## src/rtl/lc3_bus_pkg.sv

```systemverilog
// Shared definitions for the LC-3 bus arbiter: FSM state encoding and bus source indices.
package lc3_bus_pkg;

    localparam int LC3_N_REQ = 4;

    localparam int REQ_PC     = 0;
    localparam int REQ_MDR    = 1;
    localparam int REQ_ALU    = 2;
    localparam int REQ_MARMUX = 3;

    typedef enum logic [1:0] {
        ST_IDLE  = 2'd0,
        ST_GRANT = 2'd1,
        ST_TURN  = 2'd2
    } arb_state_e;

endpackage

```

## src/rtl/lc3_bus_arbiter_rr_pick.sv

```systemverilog
// Combinational round-robin priority encoder: lowest requesting index at or above ptr, wrapping to 0.
module rr_pick #(
    parameter int N_REQ = 4,
    parameter int IW    = $clog2(N_REQ)
) (
    input  logic [N_REQ-1:0] req,
    input  logic [IW-1:0]    ptr,
    output logic [IW-1:0]    idx,
    output logic             found
);

    always_comb begin
        idx   = '0;
        found = 1'b0;
        for (int i = 0; i < N_REQ; i++) begin
            if (!found && req[(int'(ptr) + i) % N_REQ]) begin
                found = 1'b1;
                idx   = IW'((int'(ptr) + i) % N_REQ);
            end
        end
    end

endmodule

```

## src/rtl/lc3_bus_arbiter.sv

```systemverilog
// LC-3 shared-bus arbiter: round-robin ownership of the tri-state drivers with a hold limit
// and an all-off turnaround gap between owners.
//
//   state    | meaning
//   ---------+-------------------------------------------------------------
//   ST_IDLE  | no owner, all gates off; grant the round-robin winner
//   ST_GRANT | owner's gate on; leave on release or hold-limit preemption
//   ST_TURN  | all gates off for TURN_CYC cycles; re-arbitrate on the last
module lc3_bus_arbiter
    import lc3_bus_pkg::*;
#(
    parameter int N_REQ    = LC3_N_REQ,
    parameter int MAX_HOLD = 8,
    parameter int TURN_CYC = 1
) (
    input  logic                     clk,
    input  logic                     rst_n,
    input  logic [N_REQ-1:0]         req,
    output logic [N_REQ-1:0]         gate,
    output logic [$clog2(N_REQ)-1:0] owner,
    output logic                     bus_busy,
    output logic                     preempt
);

    localparam int IW = $clog2(N_REQ);
    localparam int HW = $clog2(MAX_HOLD + 1);
    localparam int TW = $clog2(TURN_CYC + 1);

    localparam logic [HW-1:0] HOLD_LAST = HW'(MAX_HOLD - 1);
    localparam logic [HW-1:0] HOLD_SAT  = HW'(MAX_HOLD);
    localparam logic [TW-1:0] TURN_LOAD = TW'(TURN_CYC - 1);
    localparam logic [IW-1:0] IDX_LAST  = IW'(N_REQ - 1);

    arb_state_e       state_q, state_d;
    logic [IW-1:0]    owner_q, owner_d;
    logic [IW-1:0]    rr_ptr_q, rr_ptr_d;
    logic [HW-1:0]    hold_cnt_q, hold_cnt_d;
    logic [TW-1:0]    turn_cnt_q, turn_cnt_d;
    logic [N_REQ-1:0] gate_q, gate_d;
    logic             bus_busy_q, bus_busy_d;
    logic             preempt_q, preempt_d;

    logic [IW-1:0]    pick_idx;
    logic             pick_found;
    logic             others_req;
    logic [IW-1:0]    owner_next_ptr;

    rr_pick #(
        .N_REQ (N_REQ),
        .IW    (IW)
    ) u_rr_pick (
        .req   (req),
        .ptr   (rr_ptr_q),
        .idx   (pick_idx),
        .found (pick_found)
    );

    always_comb begin
        state_d        = state_q;
        owner_d        = owner_q;
        rr_ptr_d       = rr_ptr_q;
        hold_cnt_d     = hold_cnt_q;
        turn_cnt_d     = turn_cnt_q;
        preempt_d      = 1'b0;
        others_req     = |(req & ~gate_q);
        owner_next_ptr = (owner_q == IDX_LAST) ? '0 : owner_q + IW'(1);

        case (state_q)
            ST_IDLE: begin
                if (pick_found) begin
                    state_d    = ST_GRANT;
                    owner_d    = pick_idx;
                    hold_cnt_d = '0;
                end
            end
            ST_GRANT: begin
                if (!req[owner_q]) begin
                    state_d    = ST_TURN;
                    turn_cnt_d = TURN_LOAD;
                    rr_ptr_d   = owner_next_ptr;
                end else if (hold_cnt_q >= HOLD_LAST && others_req) begin
                    // >= rather than == so a long-saturated lone owner still yields promptly
                    state_d    = ST_TURN;
                    turn_cnt_d = TURN_LOAD;
                    rr_ptr_d   = owner_next_ptr;
                    preempt_d  = 1'b1;
                end else if (hold_cnt_q != HOLD_SAT) begin
                    hold_cnt_d = hold_cnt_q + HW'(1);
                end
            end
            ST_TURN: begin
                if (turn_cnt_q != '0) begin
                    turn_cnt_d = turn_cnt_q - TW'(1);
                end else if (pick_found) begin
                    state_d    = ST_GRANT;
                    owner_d    = pick_idx;
                    hold_cnt_d = '0;
                end else begin
                    state_d = ST_IDLE;
                end
            end
            default: state_d = ST_IDLE;
        endcase

        gate_d = '0;
        if (state_d == ST_GRANT) begin
            gate_d[owner_d] = 1'b1;
        end
        bus_busy_d = (state_d == ST_GRANT);
    end

    always_ff @(posedge clk or negedge rst_n) begin
        if (!rst_n) begin
            state_q    <= ST_IDLE;
            owner_q    <= '0;
            rr_ptr_q   <= '0;
            hold_cnt_q <= '0;
            turn_cnt_q <= '0;
            gate_q     <= '0;
            bus_busy_q <= 1'b0;
            preempt_q  <= 1'b0;
        end else begin
            state_q    <= state_d;
            owner_q    <= owner_d;
            rr_ptr_q   <= rr_ptr_d;
            hold_cnt_q <= hold_cnt_d;
            turn_cnt_q <= turn_cnt_d;
            gate_q     <= gate_d;
            bus_busy_q <= bus_busy_d;
            preempt_q  <= preempt_d;
        end
    end

    assign gate     = gate_q;
    assign owner    = owner_q;
    assign bus_busy = bus_busy_q;
    assign preempt  = preempt_q;

endmodule

```

## config.mk

```make
export PLATFORM = sky130hd
export DESIGN_NAME = lc3_bus_arbiter
export DESIGN_NICKNAME = d
export VERILOG_FILES = /design/src/rtl/lc3_bus_pkg.sv /design/src/rtl/lc3_bus_arbiter_rr_pick.sv /design/src/rtl/lc3_bus_arbiter.sv
export SDC_FILE = /design/constraint.sdc
export NUM_CORES = 1
export LEC_CHECK = 0
export BUFFER_PORTS_ARGS = -buffer_cell sky130_fd_sc_hd__buf_2
export CAP_MARGIN = 20
export CELL_PAD_IN_SITES_DETAIL_PLACEMENT = 1
export CELL_PAD_IN_SITES_GLOBAL_PLACEMENT = 1
export CORE_MARGIN = 5
export CORE_UTILIZATION = 42
export CTS_BUF_LIST = sky130_fd_sc_hd__clkbuf_16
export CTS_CLUSTER_DIAMETER = 30
export DETAILED_ROUTE_END_ITERATION = 16
export GPL_TIMING_DRIVEN = 0
export PLACE_DENSITY = 0.85
export SYNTH_ARGS = -nofsm -noshare
export SYNTH_HDL_FRONTEND = slang
export SYNTH_HIERARCHICAL = 1
export SYNTH_SLANG_ARGS = --single-unit
```

## constraint.sdc

```tcl
create_clock -name clk -period 1.85 [get_ports clk]
set_clock_uncertainty 0.1 [all_clocks]
set_input_delay 0.37 -clock clk [delete_from_list [all_inputs] [get_ports clk]]
set_output_delay 0.37 -clock clk [all_outputs]
set_load 0.005 [all_outputs]
```

==> results list <==
* Arrival time of data at the critical path endpoint: 1810 ps
- CTS max path bufs: 2
- Post-route standard cell area excluding fillers: 1070 µm²
- After synthesis the netlist holds a flip-flop and latch count of 16.
* Highest net fanout along the worst path: 5
- For this run, the detailed router's first-pass iteration total came to 4.
- Timing would allow up to 0.562 GHz.
- By startpoint and endpoint, the worst setup path is classified as reg2reg.
- Required time worst endpoint: 1880 ps
- Leakage component of the power: between 0.5 and 0.6 nW
* Final antenna diode count: 0
- The initial utilization of the core area, before any placement, comes to 44.2%.
- Clock tree from TritonCTS: built
- Row count: 16
- Syn nets: 87
- Largest family of logic cells by synthesized area: simple AND/OR/NAND/NOR gates
- Die W: between 50 and 60 µm
- Together, buffers and inverters on the worst path number 0.
* Type of the tightest min-delay check: reg2reg
* Relative slew slack: 75.2%
* Number of maximum-capacitance violations: 0
- For this block, the via count after detailed routing is around 660.
- Average wire per cell in the routed design: approximately 17 µm
* Final critical path time including I/O delays and setup: around 1800 ps
- Number of DRC markers after the initial detailed-route iteration: 8
* Weighted congestion reported at the end of routability-driven placement: ~0.76
- The die is 55.4 µm tall.
- Floorplan die area: 3070 µm²
- Setup violations remaining at the end of the flow were counted as 0.
* Total CTS buffers: 3
* Antenna violations before repair: 0
- In this run the mean area of a mapped cell was 11.1 µm².
- The number of global-route vias before repair is 723.
- On the critical path the largest part of the delay comes from multiplexers.
* Gate count after technology mapping: 78
- Of the available clock period, the critical path in the final layout requires 96.2%.
- First-pass GRT wire length: 3.59 mm
- Mean number of vias per cell: ~5.4
- Peak supply drop: 901 µV
- Portion of the post-synthesis area used by sequential elements: 46.2%
- The slowest stage of the critical path is the mux4_2 cell.
- After synthesis the cells add up to 867 µm².
- The HPWL after detailed placement is 1.50 mm.
- Summed over all layers, the routed wires come to 2.15 mm.
* Global-route total usage across every layer: between 15 and 20%
- The tightest hold path in the finished design has a slack of roughly 430 ps.
- Finished Core Util: 54.3%
- CTS clock-pin slew for the worst setup and hold paths: 50 ps
- Slew at the pin with the worst max-slew slack: approximately 370 ps
* Pin count of the biggest net entering global routing: 17
- In this run the power density over the cells is 1620 nW/µm².
- Delay of the slowest cell on the worst path: 630 ps
- Fraction of final layout cells sized beyond drive strength 1: between 20% and 30%
- In this run the remaining antenna-violating nets after routing total 0.
- The number of hold-slack violations in the final timing report is 0.
- Of the post-synthesis cell area, the part taken by muxes is 13.1%.
- After the last flow step, the layout net total stands at 107.
- Setup repair after global routing missed its margin: no
* Power Total: approximately 1.7 mW
* Setup TNS after final layout: 0 ps
- Relative to the synthesized area, the layout overhead comes to 22.9%.
- GRT overflow: 0
- I/O pin count: 14
* Kind of start point of the critical path: register
* Fill cell instance count of the final layout: 240
* Cell chain of the critical path: mux4_2, a21oi_4, mux2_4
- The count of pins over their slew limit was 0.
- Area share of and/or/nand/nor cells after synthesis: 15.9%
- Commonest cells after routing, fill and taps aside: dfrtp_1 (15), buf_2 (13), inv_1 (11)
- CTS H-tree lvls: 1
- CTS Root Buffer Type: clkbuf_16
- Area fraction in compound gates after synthesis: between 10% and 20%
- The tree built by TritonCTS fans out to 16 sinks.
- The library cell used most frequently in the layout, excluding fill and tap cells, is dfrtp_1.
- After synthesis, the netlist uses 27 different library cells.
- Port bufs: 13
* Post-Synth Adder-Cell Area: 4.33%
- Ys Warns: 6
- After floorplanning, the core was sized to cover between 1500 and 2000 µm².
* Kind of end point of the critical path: register
- For this run, design rule violations remaining after detail routing come to 0.
* Worst skew pair latency: 250 ps
- The run finished with clean final reports.
* Area after detailed placement: 966 µm²
- Synthesized-area fraction occupied by xor and xnor cells: 0%
==> worst reg2reg max path, cell delays in order, from the launching register on <==
cell     delay [ps]
dfrtp_2         410
mux4_2          630
a21oi_4         220
mux2_4          320
==> flip-flops by register name, indices dropped and copies added, names as in the netlist <==
register / flops
bus_busy: 1
state_q: 2
owner: 2
gate: 4
preempt: 1
rr_ptr_q: 2
hold_cnt_q: 4
==> power by group <==
group	leakage [nW]	total [mW]	switching, mW	internal, mW
Combinational	0.312	0.710	0.380	0.330
Sequential	0.204	0.611	0.128	0.484
Clock	0.0370	0.411	0.128	0.283
Total	0.553	1.73	0.636	1.10
==> cell usage after synthesis (all sizes together) <==
master	n	area, µm²
o211a	1	10.0
ha	3	37.5
a221o	1	10.0
nor2	3	11.3
o2111ai	1	15.0
a31oi	1	21.3
o21ai	1	5.00
dfrtp	16	400
and3	1	6.26
nand4	1	6.26
a21oi	6	41.3
nor2b	1	6.26
a41o	1	21.3
nand2b	2	12.5
o221ai	1	8.76
mux4	1	22.5
and2b	1	7.51
or2b	5	37.5
nand2	4	15.0
mux2i	5	50.1
mux2	3	41.3
inv	12	45.0
nand3	2	10.0
nor3	5	25.0
==> per-stage QoR <==
| stage | setup WS (ps) | cells |
|---|---|---|
| floorplan | 106 | 78 |
| global placement | -83.2 | 118 |
| detailed placement | -146 | 118 |
| CTS | 3.36 | 123 |
| global route | 15.6 | 123 |
| finish | 69.7 | 123 |
==> kinds of logic (layout without fill, tap and decap cells) <==
logic type,count (synthesis),in the layout
compound gates,13,13
simple gates,25,25
mux,9,9
buf+inv,12,30
flops,16,16
fa+ha+maj,3,3
==> repair_timing <==
item / 4_1_cts / 5_1_grt
setup buffers: 1 / 0
hold buffers: 1 / 0
resized for setup: 0 / 3
endpoints found under the setup margin: 1 / 6
endpoints found under the hold margin: 16 / 0
==> metal layers <==
metal / part of all wire, % / GRT usage (%) / wire length (µm)
met3: 3.5 / 3.96 / 76
met2: 52 / 26.5 / 1110
met5: 0 / 0 / 0
met4: 2.4 / 7.29 / 51
met1: 42 / 17.1 / 913
==> path summary, 6_finish.rpt <==
| path | cells after the start | endpoint | slack, ps | from |
|---|---|---|---|---|
| worst max-delay path | 3 | rr_ptr_q[0] | 70 | owner[0] |
| worst min-delay path | 1 | hold_cnt_q[3] | 430 | hold_cnt_q[3] |
| worst max register to register | 3 | rr_ptr_q[0] | 70 | owner[0] |
| worst min register to register | 1 | hold_cnt_q[3] | 430 | hold_cnt_q[3] |
| max in group asynchronous | 2 | owner[0] | 860 | rst_n |
| min in group asynchronous | 2 | hold_cnt_q[1] | 500 | rst_n |
==> cell type report <==
type,count,area [µm²],area share (%)
sequential,16,402,37.7
inverter,12,45.0,4.23
timing repair buffer,15,82.6,7.75
clock buffer,3,75.1,7.04
tap,27,33.8,3.17
multi-input combinational,50,428,40.1
(Power assumes the default switching activity.)
